[config.mk]
export PLATFORM = sky130hd
export DESIGN_NAME = ptcam_scan
export DESIGN_NICKNAME = d
export VERILOG_FILES = /design/src/rtl/ptcam_scan.sv
export SDC_FILE = /design/constraint.sdc
export NUM_CORES = 1
export LEC_CHECK = 0
export CAP_MARGIN = 25
export CORE_ASPECT_RATIO = 1.4
export CORE_MARGIN = 2
export CORE_UTILIZATION = 40
export DETAILED_ROUTE_END_ITERATION = 10
export SYNTH_ARGS = -nofsm -noshare
export SYNTH_HDL_FRONTEND = slang
export SYNTH_SLANG_ARGS = --single-unit
[constraint.sdc]
create_clock -name clk -period 5.8 [get_ports clk]
set_input_delay 1.74 -clock clk [delete_from_list [all_inputs] [get_ports clk]]
set_output_delay 1.74 -clock clk [all_outputs]
set_load 0.01 [all_outputs]
[src/rtl/ptcam_scan.sv]
// Pseudo-ternary CAM: per-entry valid bits, bit-masked writes, and a masked search
// that scans LANES entries per cycle, reporting the lowest hit, its data and the hit count.
module ptcam_scan #(
   parameter int WIDTH = 19,
   parameter int DEPTH = 16,
   parameter int LANES = 4
) (
   input  logic                      clk,
   input  logic                      reset,
   input  logic                      w_en,
   input  logic [$clog2(DEPTH)-1:0]  w_addr,
   input  logic [WIDTH-1:0]          w_din,
   input  logic [WIDTH-1:0]          w_mask,
   input  logic                      inv_en,
   input  logic [$clog2(DEPTH)-1:0]  inv_addr,
   input  logic                      clr_all,
   input  logic [$clog2(DEPTH)-1:0]  r_addr,
   output logic [WIDTH-1:0]          r_dout,
   output logic                      r_valid,
   input  logic                      search_en,
   input  logic [WIDTH-1:0]          search_din,
   input  logic [WIDTH-1:0]          search_mask,
   output logic                      search_busy,
   output logic                      search_valid,
   output logic [WIDTH-1:0]          search_dout,
   output logic [$clog2(DEPTH)-1:0]  search_addr_out,
   output logic                      search_notfound,
   output logic [$clog2(DEPTH):0]    search_count
);
   localparam int AW   = $clog2(DEPTH);
   localparam int NGRP = DEPTH / LANES;
   localparam int GW   = (NGRP > 1) ? $clog2(NGRP) : 1;
   localparam int CW   = $clog2(LANES + 1);

   localparam logic [1:0] ST_IDLE = 2'd0;
   localparam logic [1:0] ST_SCAN = 2'd1;
   localparam logic [1:0] ST_DONE = 2'd2;

   logic [WIDTH-1:0] mem [DEPTH];
   logic [DEPTH-1:0] valid_reg;

   logic [WIDTH-1:0] r_dout_reg;
   logic             r_valid_reg;

   logic [1:0]       state_reg;
   logic [GW-1:0]    grp_reg;
   logic [WIDTH-1:0] key_reg, mask_reg;
   logic             found_reg;
   logic [AW-1:0]    faddr_reg;
   logic [WIDTH-1:0] fdata_reg;
   logic [AW:0]      cnt_reg;

   logic             sv_reg, snf_reg;
   logic [WIDTH-1:0] sdout_reg;
   logic [AW-1:0]    saddr_reg;
   logic [AW:0]      scount_reg;

   // An invalidate of the same address overrides the write; clear-all overrides both.
   logic             wr_do;
   logic [WIDTH-1:0] wr_base;
   assign wr_do   = w_en && !reset && !clr_all && !(inv_en && (inv_addr == w_addr));
   assign wr_base = valid_reg[w_addr] ? mem[w_addr] : '0;

   always_ff @(posedge clk) begin
      if (wr_do)
         mem[w_addr] <= (wr_base & ~w_mask) | (w_din & w_mask);
   end

   always_ff @(posedge clk) begin
      if (reset || clr_all) begin
         valid_reg <= '0;
      end else begin
         if (wr_do)
            valid_reg[w_addr] <= 1'b1;
         if (inv_en)
            valid_reg[inv_addr] <= 1'b0;
      end
   end

   always_ff @(posedge clk) begin
      if (reset) begin
         r_dout_reg  <= '0;
         r_valid_reg <= 1'b0;
      end else begin
         r_dout_reg  <= mem[r_addr];
         r_valid_reg <= valid_reg[r_addr];
      end
   end

   // Per-lane compare of the current group against the captured key/mask.
   logic [AW-1:0]    lane_addr [LANES];
   logic [WIDTH-1:0] lane_data [LANES];
   logic [LANES-1:0] lane_hit;

   genvar gi;
   generate
      for (gi = 0; gi < LANES; gi++) begin : g_lane
         assign lane_addr[gi] = AW'(int'(grp_reg) * LANES + gi);
         assign lane_data[gi] = mem[lane_addr[gi]];
         assign lane_hit[gi]  = valid_reg[lane_addr[gi]] &&
                                (((lane_data[gi] ^ key_reg) & mask_reg) == '0);
      end
   endgenerate

   logic             hit_any;
   logic [CW-1:0]    hit_cnt;
   logic [AW-1:0]    hit_addr;
   logic [WIDTH-1:0] hit_data;

   // Walk lanes high to low so the lowest hitting lane is the one left standing.
   always_comb begin
      hit_any  = 1'b0;
      hit_cnt  = '0;
      hit_addr = '0;
      hit_data = '0;
      for (int l = LANES - 1; l >= 0; l--) begin
         if (lane_hit[l]) begin
            hit_any  = 1'b1;
            hit_cnt  = hit_cnt + CW'(1);
            hit_addr = lane_addr[l];
            hit_data = lane_data[l];
         end
      end
   end

   always_ff @(posedge clk) begin
      if (reset) begin
         state_reg  <= ST_IDLE;
         grp_reg    <= '0;
         key_reg    <= '0;
         mask_reg   <= '0;
         found_reg  <= 1'b0;
         faddr_reg  <= '0;
         fdata_reg  <= '0;
         cnt_reg    <= '0;
         sv_reg     <= 1'b0;
         snf_reg    <= 1'b0;
         sdout_reg  <= '0;
         saddr_reg  <= '0;
         scount_reg <= '0;
      end else begin
         sv_reg <= 1'b0;
         case (state_reg)
            ST_IDLE: begin
               if (search_en) begin
                  key_reg   <= search_din;
                  mask_reg  <= search_mask;
                  grp_reg   <= '0;
                  cnt_reg   <= '0;
                  found_reg <= 1'b0;
                  faddr_reg <= '0;
                  fdata_reg <= '0;
                  state_reg <= ST_SCAN;
               end
            end
            ST_SCAN: begin
               if (hit_any && !found_reg) begin
                  found_reg <= 1'b1;
                  faddr_reg <= hit_addr;
                  fdata_reg <= hit_data;
               end
               cnt_reg <= cnt_reg + (AW + 1)'(hit_cnt);
               if (grp_reg == GW'(NGRP - 1))
                  state_reg <= ST_DONE;
               else
                  grp_reg <= grp_reg + GW'(1);
            end
            ST_DONE: begin
               sv_reg     <= 1'b1;
               sdout_reg  <= fdata_reg;
               saddr_reg  <= faddr_reg;
               scount_reg <= cnt_reg;
               snf_reg    <= (cnt_reg == '0);
               state_reg  <= ST_IDLE;
            end
            default: state_reg <= ST_IDLE;
         endcase
      end
   end

   assign r_dout          = r_dout_reg;
   assign r_valid         = r_valid_reg;
   assign search_busy     = (state_reg != ST_IDLE);
   assign search_valid    = sv_reg;
   assign search_dout     = sdout_reg;
   assign search_addr_out = saddr_reg;
   assign search_notfound = snf_reg;
   assign search_count    = scount_reg;
endmodule

==> load_flow_metrics.sql <==
INSERT INTO impl_metrics (metric_group, metric, value, unit) VALUES
('route', 'remaining_drc_errors', '0', ''),
('power_and_ir_drop', 'power.ir.vdd_worst', '195.3', 'uV'),
('global_route', 'grt_start_max_net_pins', '76', ''),
('cts', 'cts-htree-levels', '2', ''),
('synthesis', 'mappedNetlistArea', '24930', 'sq um'),
('critical_path', 'critical_path.reg2reg.endpoint', 'cnt_reg[3]', ''),
('cts', 'postCtsSetupBuffers', '0', ''),
('synthesis', 'synth_top_cells_by_count', 'edfxtp_1, nand2_1, mux4_2', ''),
('synthesis', 'post-synth-top-area-fraction', '36.62', '%'),
('layout', 'finalInstanceArea', '28980', 'sq um'),
('synthesis', 'edff_count_synth', '304', ''),
('power_and_ir_drop', 'power_density', '248.3', 'nW/um^2'),
('cts', 'ctsHoldBuffers', '0', ''),
('synthesis', 'yosysMostFrequentCell', 'edfxtp_1', ''),
('cts', 'clockBufferDepth', '3', ''),
('synthesis', 'dominantRegCellSynth', 'edfxtp_1', ''),
('synthesis', 'synthesis.instances', '1904', ''),
('cts', 'clock-root-buffer', 'clkbuf_16', ''),
('cts', 'clock_transition_at_the_register_clock_pins_on_the_worst_setup_and_hold_paths_after_cts', '0.06', 'ns'),
('route', 'wl_per_cell', '31.51', 'microns'),
('synthesis', 'largest_family_of_logic_cells_by_synthesized_area', 'multiplexers', ''),
('min_path', 'worstHoldPathType', 'reg -> reg', ''),
('synthesis', 'syn_nets', '2010', ''),
('die', 'core-area', '61890', 'sq um'),
('synthesis', 'synthArstFlopShare', '0', '%'),
('placement', 'buffer_ports.inserted', '144', ''),
('status', 'outcome', 'finished clean', ''),
('critical_path', 'crit_fanout', '46', ''),
('die', 'die_area', '64360', 'sq um'),
('global_route', 'grt_first_pass_wirelength', '131.5', 'mm'),
('timing', 'max_slew_headroom_at_the_worst_pin', '27.61', '%'),
('synthesis', 'synth_fa_ha_area_share', '0.6324', '%'),
('global_route', 'global_route.usage.total', '28.17', '%'),
('cts', 'numClockSinks', '443', ''),
('synthesis', 'synth_mux_area_share', '28.63', '%'),
('job', 'max_cap_violations', '0', ''),
('global_route', 'grt_pass1_vias', '18487', ''),
('synthesis', 'complex_gate_fraction_of_the_synthesized_area', '6.430', '%'),
('timing', 'max_freq', '0.2012', 'GHz'),
('timing', 'finalClockSkew', '0.01630', 'ns'),
('power_and_ir_drop', 'power.static_leakage', '9.593', 'nW'),
('layout', 'fin_util', '46.82', '%'),
('route', 'routed-via-count', '18336', ''),
('synthesis', 'synth-seq-area-share', '47.78', '%'),
('timing', 'tns', '0', 'ns'),
('critical_path', 'critPathArrivalTime', '5.49', 'ns'),
('critical_path', 'path_class', 'reg -> reg', ''),
('critical_path', 'reg2reg_from', 'grp_reg[1]', ''),
('placement', 'detailed_place.area', '27570', 'sq um'),
('synthesis', 'postSynthRegisterBits', '443', ''),
('synthesis', 'yosys.area_share.xor_xnor', '2.495', '%'),
('synthesis', 'synth_top_cell_by_area', 'edfxtp_1', ''),
('critical_path', 'worst-r2r-cell-count', '17', ''),
('global_route', 'grt.overflow.total', '0', ''),
('die', 'floorplan.initialDensity', '40.28', '%'),
('route', 'drt_wl_total', '91.34', 'mm'),
('die', 'chipHeight', '299.4', 'microns'),
('die', 'row_count', '108', ''),
('layout', 'registers.top_by_ff_count', 'mem', ''),
('timing', 'timing.final.crit_period', '4.970', 'ns'),
('placement', 'dpl.hpwl', '67.47', 'mm'),
('critical_path', 'setup.reg_to_reg.worst_slack', '0.83', 'ns'),
('route', 'antenna_left', '0', ''),
('route', 'initialDrtViolationCount', '2331', ''),
('timing', 'report.final.setup_viol', '0', ''),
('synthesis', 'yosys_warnings', '0', ''),
('synthesis', 'synth.lib_cells_used.distinct', '72', ''),
('synthesis', 'synth.avg_cell_area', '13.09', 'sq um'),
('synthesis', 'synthSimpleGateAreaFrac', '11.25', '%'),
('critical_path', 'worstSetupStartpointType', 'flop', ''),
('critical_path', 'critical_path.startpoint', 'grp_reg[1]', '');
[final cells by class]
cell class	count	area, sq um
inverter	8	30.03
clock buffer	54	1139
fill	5581	32910
timing repair buffer	238	2232
tap	825	1032
sequential	443	11920
multi-input combinational	1303	12380
antenna	2	5.005
clock inverter	26	239.0
[worst min-delay path by stage]
stage / start / to / slack (ns) / cells after the start
after floorplan: fdata_reg[0] / fdata_reg[0] / 0.42 / 2
after global placement: faddr_reg[0] / search_addr_out[0] / 0.44 / 2
after detailed placement: fdata_reg[6] / search_dout[6] / 0.44 / 2
after CTS: fdata_reg[6] / search_dout[6] / 0.45 / 2
final: fdata_reg[6] / search_dout[6] / 0.45 / 2
after global routing: search_addr_out[1] / search_addr_out[1] / 0.47 / 2
[through the flow]
stage	std cells	setup WS (ns)	hold WS [ns]
after floorplan	1904	0.2870	0.4249
after global placement	2805	0.8446	0.4448
after detailed placement	2816	0.9053	0.4423
after CTS	2896	0.8706	0.4538
after global routing	2897	0.5829	0.4711
final	2899	0.8305	0.4507
[power by group]
part / switching (mW) / leakage [nW] / total, mW / internal (mW)
clock: 1.27 / 0.663 / 2.81 / 1.55
combinational: 0.469 / 5.04 / 0.875 / 0.406
sequential: 0.0816 / 3.89 / 3.51 / 3.42
[routing by layer]
layer  up-vias  global-route usage [%]  part of all wire [%]
met2      1060                   47.33                    49
met1      9353                   35.85                    38
li1       7697                       -                     -
met3       224                   4.211                   7.9
met5         -                       0                 0.020
met4         2                   13.61                   5.4
[cell families after synthesis]
logic type,count (synthesis)
buffers and inverters,158
adders and majority gates,12
and+or+nand+nor,560
DFF,443
xor gates and xnor gates,71
AOI/OAI and AO/OA,235
muxes,425
[critical path, stage by stage, from the launching register on]
cell     delay, ns
dfxtp_4       0.77
buf_4         0.34
buf_4         0.27
nor2b_1       0.16
a21oi_1       0.32
nand4_1       0.16
nor3_2        0.42
nand2_1       0.19
buf_4         0.22
ha_1          0.28
o21ai_0       0.21
ha_1          0.25
mux2_2        0.30
ha_1          0.29
a21o_1        0.11
a21oi_1       0.08
or3_1         0.32
a21oi_1       0.14
[cell usage in the layout (no fill, tap or decap), drive strengths merged, types with 5 or more instances in the layout]
master,synthesis,layout
edfxtp,304,304
nand2,256,256
mux4,227,227
mux2i,184,184
dfxtp,139,139
clkdlybuf4s50,0,135
buf,59,103
a21oi,100,100
xnor2,56,56
clkbuf,91,54
nor2,51,51
nand3,39,39
nand2b,39,39
nor2b,37,37
nand3b,30,30
o21ai,29,29
and2,18,18
o221a,16,16
clkinv,1,16
nand4,15,15
xor2,15,15
mux2,14,14
and3,14,14
nor3,14,14
a2111oi,13,13
or3b,12,12
o31ai,12,12
a21o,12,12
inv,7,12
ha,11,11
a32oi,10,10
nor4,9,9
a31oi,9,9
a211oi,9,9
or3,6,6
a22oi,5,5
a32o,5,5
a211o,5,5
(Power assumes the default switching activity.)
==> patch: new RTL, same settings <==
Make the reset (`reset`) asynchronous in 2 clocked blocks.
--- a/src/rtl/ptcam_scan.sv
+++ b/src/rtl/ptcam_scan.sv
@@ -78,5 +78,5 @@
    end
 
-   always_ff @(posedge clk) begin
+   always_ff @(posedge clk or posedge reset) begin
       if (reset) begin
          r_dout_reg  <= '0;
@@ -124,5 +124,5 @@
    end
 
-   always_ff @(posedge clk) begin
+   always_ff @(posedge clk or posedge reset) begin
       if (reset) begin
          state_reg  <= ST_IDLE;
Behaviour: differs if reset is asserted again (counterexample within 4 cycles, from zero or initial values and one cycle with reset high); with reset held inactive, the same outputs for 4 cycles.
==> patch against the unedited design <==
First-iteration DRC count down 6.3%; sequential share of layout area is 1.0 points higher; cell area grew 2.2%; sequential cell count shrank 2; global-route usage down 0.31 points; die area rose by 2.7%; fmax is 9.2% lower; area after synthesis increased by 2.8%; worst setup slack lost 0.50 ns; wire length rose by 0.19%; critical path type unchanged; critical endpoint is now cnt_reg[4].
Power is not compared: it rests on default switching activity, and its combinational part moved more than twofold at a synthesized area within 25%.
==> patch: results (changes against the unedited design) <==
| Metric | Value |
|---|---|
| YS warnings | `0 (unchanged)` |
| Comb group | `between 4 and 5 mW` |
| Max FFs per register | `304 (unchanged)` |
| Period utilisation layout | `94.39% (was 85.68%)` |
| Final Skew | `0.02950 ns (was 0.01630 ns)` |
| Crit Reg-Reg Endpoint | `cnt_reg[4] (was cnt_reg[3])` |
| Outcome | `finished clean (unchanged)` |
| Vias in the first global route | `18450 (was 18490)` |
| Layout cells sized above 1 | `25.44% (was 22.78%)` |
| R2R Path Start | `grp_reg[1] (unchanged)` |
| Synth top area cells | `edfxtp_1 (36%), mux4_2 (19%), dfrtp_1 (12%) (was edfxtp_1 (37%), mux4_2 (21%), dfxtp_1 (11%))` |
| Dpl hpwl | `67.21 mm (was 67.47 mm)` |
| GPL Wtd Cong | `1.019 (was 0.9747)` |
| Cell Area, Placed | `0.02814 mm² (was 0.02757 mm²)` |
| Psw | `around 4.5 mW` |
| Worst min-delay path class | `flip-flop to flip-flop (unchanged)` |
| Via/cell ratio | `6.367 (was 6.325)` |
| TritonRoute pass-1 iters | `5 (was 6)` |
| Worst endpoint data arrival time | `5.94 ns (was 5.49 ns)` |
| Synth Flop Type | `edfxtp_1 (unchanged)` |
| Starting DRT DRC Count | `2185 (was 2331)` |
| Overall fraction of global-route tracks in use | `27.86% (was 28.17%)` |
| Worst-path fanout max | `54 (was 46)` |
| First-pass GRT wire length | `131.1 mm (was 131.5 mm)` |
| Inserted Clock Buffers | `45 (was 43)` |
| R2R cell count | `16 (was 17)` |
| Worst rel slew slack | `41.32% (was 27.61%)` |
| Nets | `2071 (was 2143)` |
| Min-delay src | `search_dout[15] (was fdata_reg[6])` |
| Mapped Cells | `1819 (was 1904)` |
| Hold Path End | `search_dout[15] (was search_dout[6])` |
| Hold WS | `0.4843 ns (was 0.4507 ns)` |
| Final std cells w/o fill | `2833 (was 2899)` |
| Crit-path slowest cell | `dfrtp_4 (was dfxtp_4)` |
| Sequential area share after synthesis | `48.71% (was 47.78%)` |
| Synth unique cells | `84 (was 72)` |
| Largest net degree at the start of global routing | `75 (was 76)` |
| ANT cells | `0 (was 2)` |
| Ys async rst share | `27.44% (was 0%)` |
| Post-Syn Nets | `1925 (was 2010)` |
| Commonest cells in the synthesized netlist | `edfxtp_1 (304), mux4_2 (220), mux2i_1 (214), nand2_1 (211), dfrtp_1 (121) (was edfxtp_1 (304), nand2_1 (256), mux4_2 (227), mux2i_1 (180), dfxtp_1 (139))` |
| DR WL/cell | `32.30 µm (was 31.51 µm)` |
[patch: cell type report]
type	instances	area (µm²)
Fill cell	5582	33680
Tap cell	832	1041
Clock buffer	58	1205
Inverter	17	68.82
Multi-Input combinational cell	1227	12410
Sequential cell	441	12480
Timing Repair Buffer	233	2145
Clock inverter	25	255.2
[patch: kinds of logic after synthesis]
logic type / after synthesis / synth area share, %
AOI/OAI and AO/OA: 180 / 5.491
buffers and inverters: 151 / 3.087
muxes: 489 / 30.40
adders and majority gates: 12 / 0.6155
xor gates and xnor gates: 46 / 1.573
DFF: 441 / 48.71
and+or+nand+nor: 500 / 10.12
[patch: per-layer routing]
| layer | GRT usage [%] | vias to the layer above | part of all wire (%) |
|---|---|---|---|
| li1 | - | 7511 | - |
| met1 | 35.97 | 9302 | 39 |
| met2 | 45.15 | 994 | 47 |
| met3 | 4.508 | 230 | 7.8 |
| met4 | 15.26 | 0 | 6.2 |
| met5 | 0 | - | 0 |
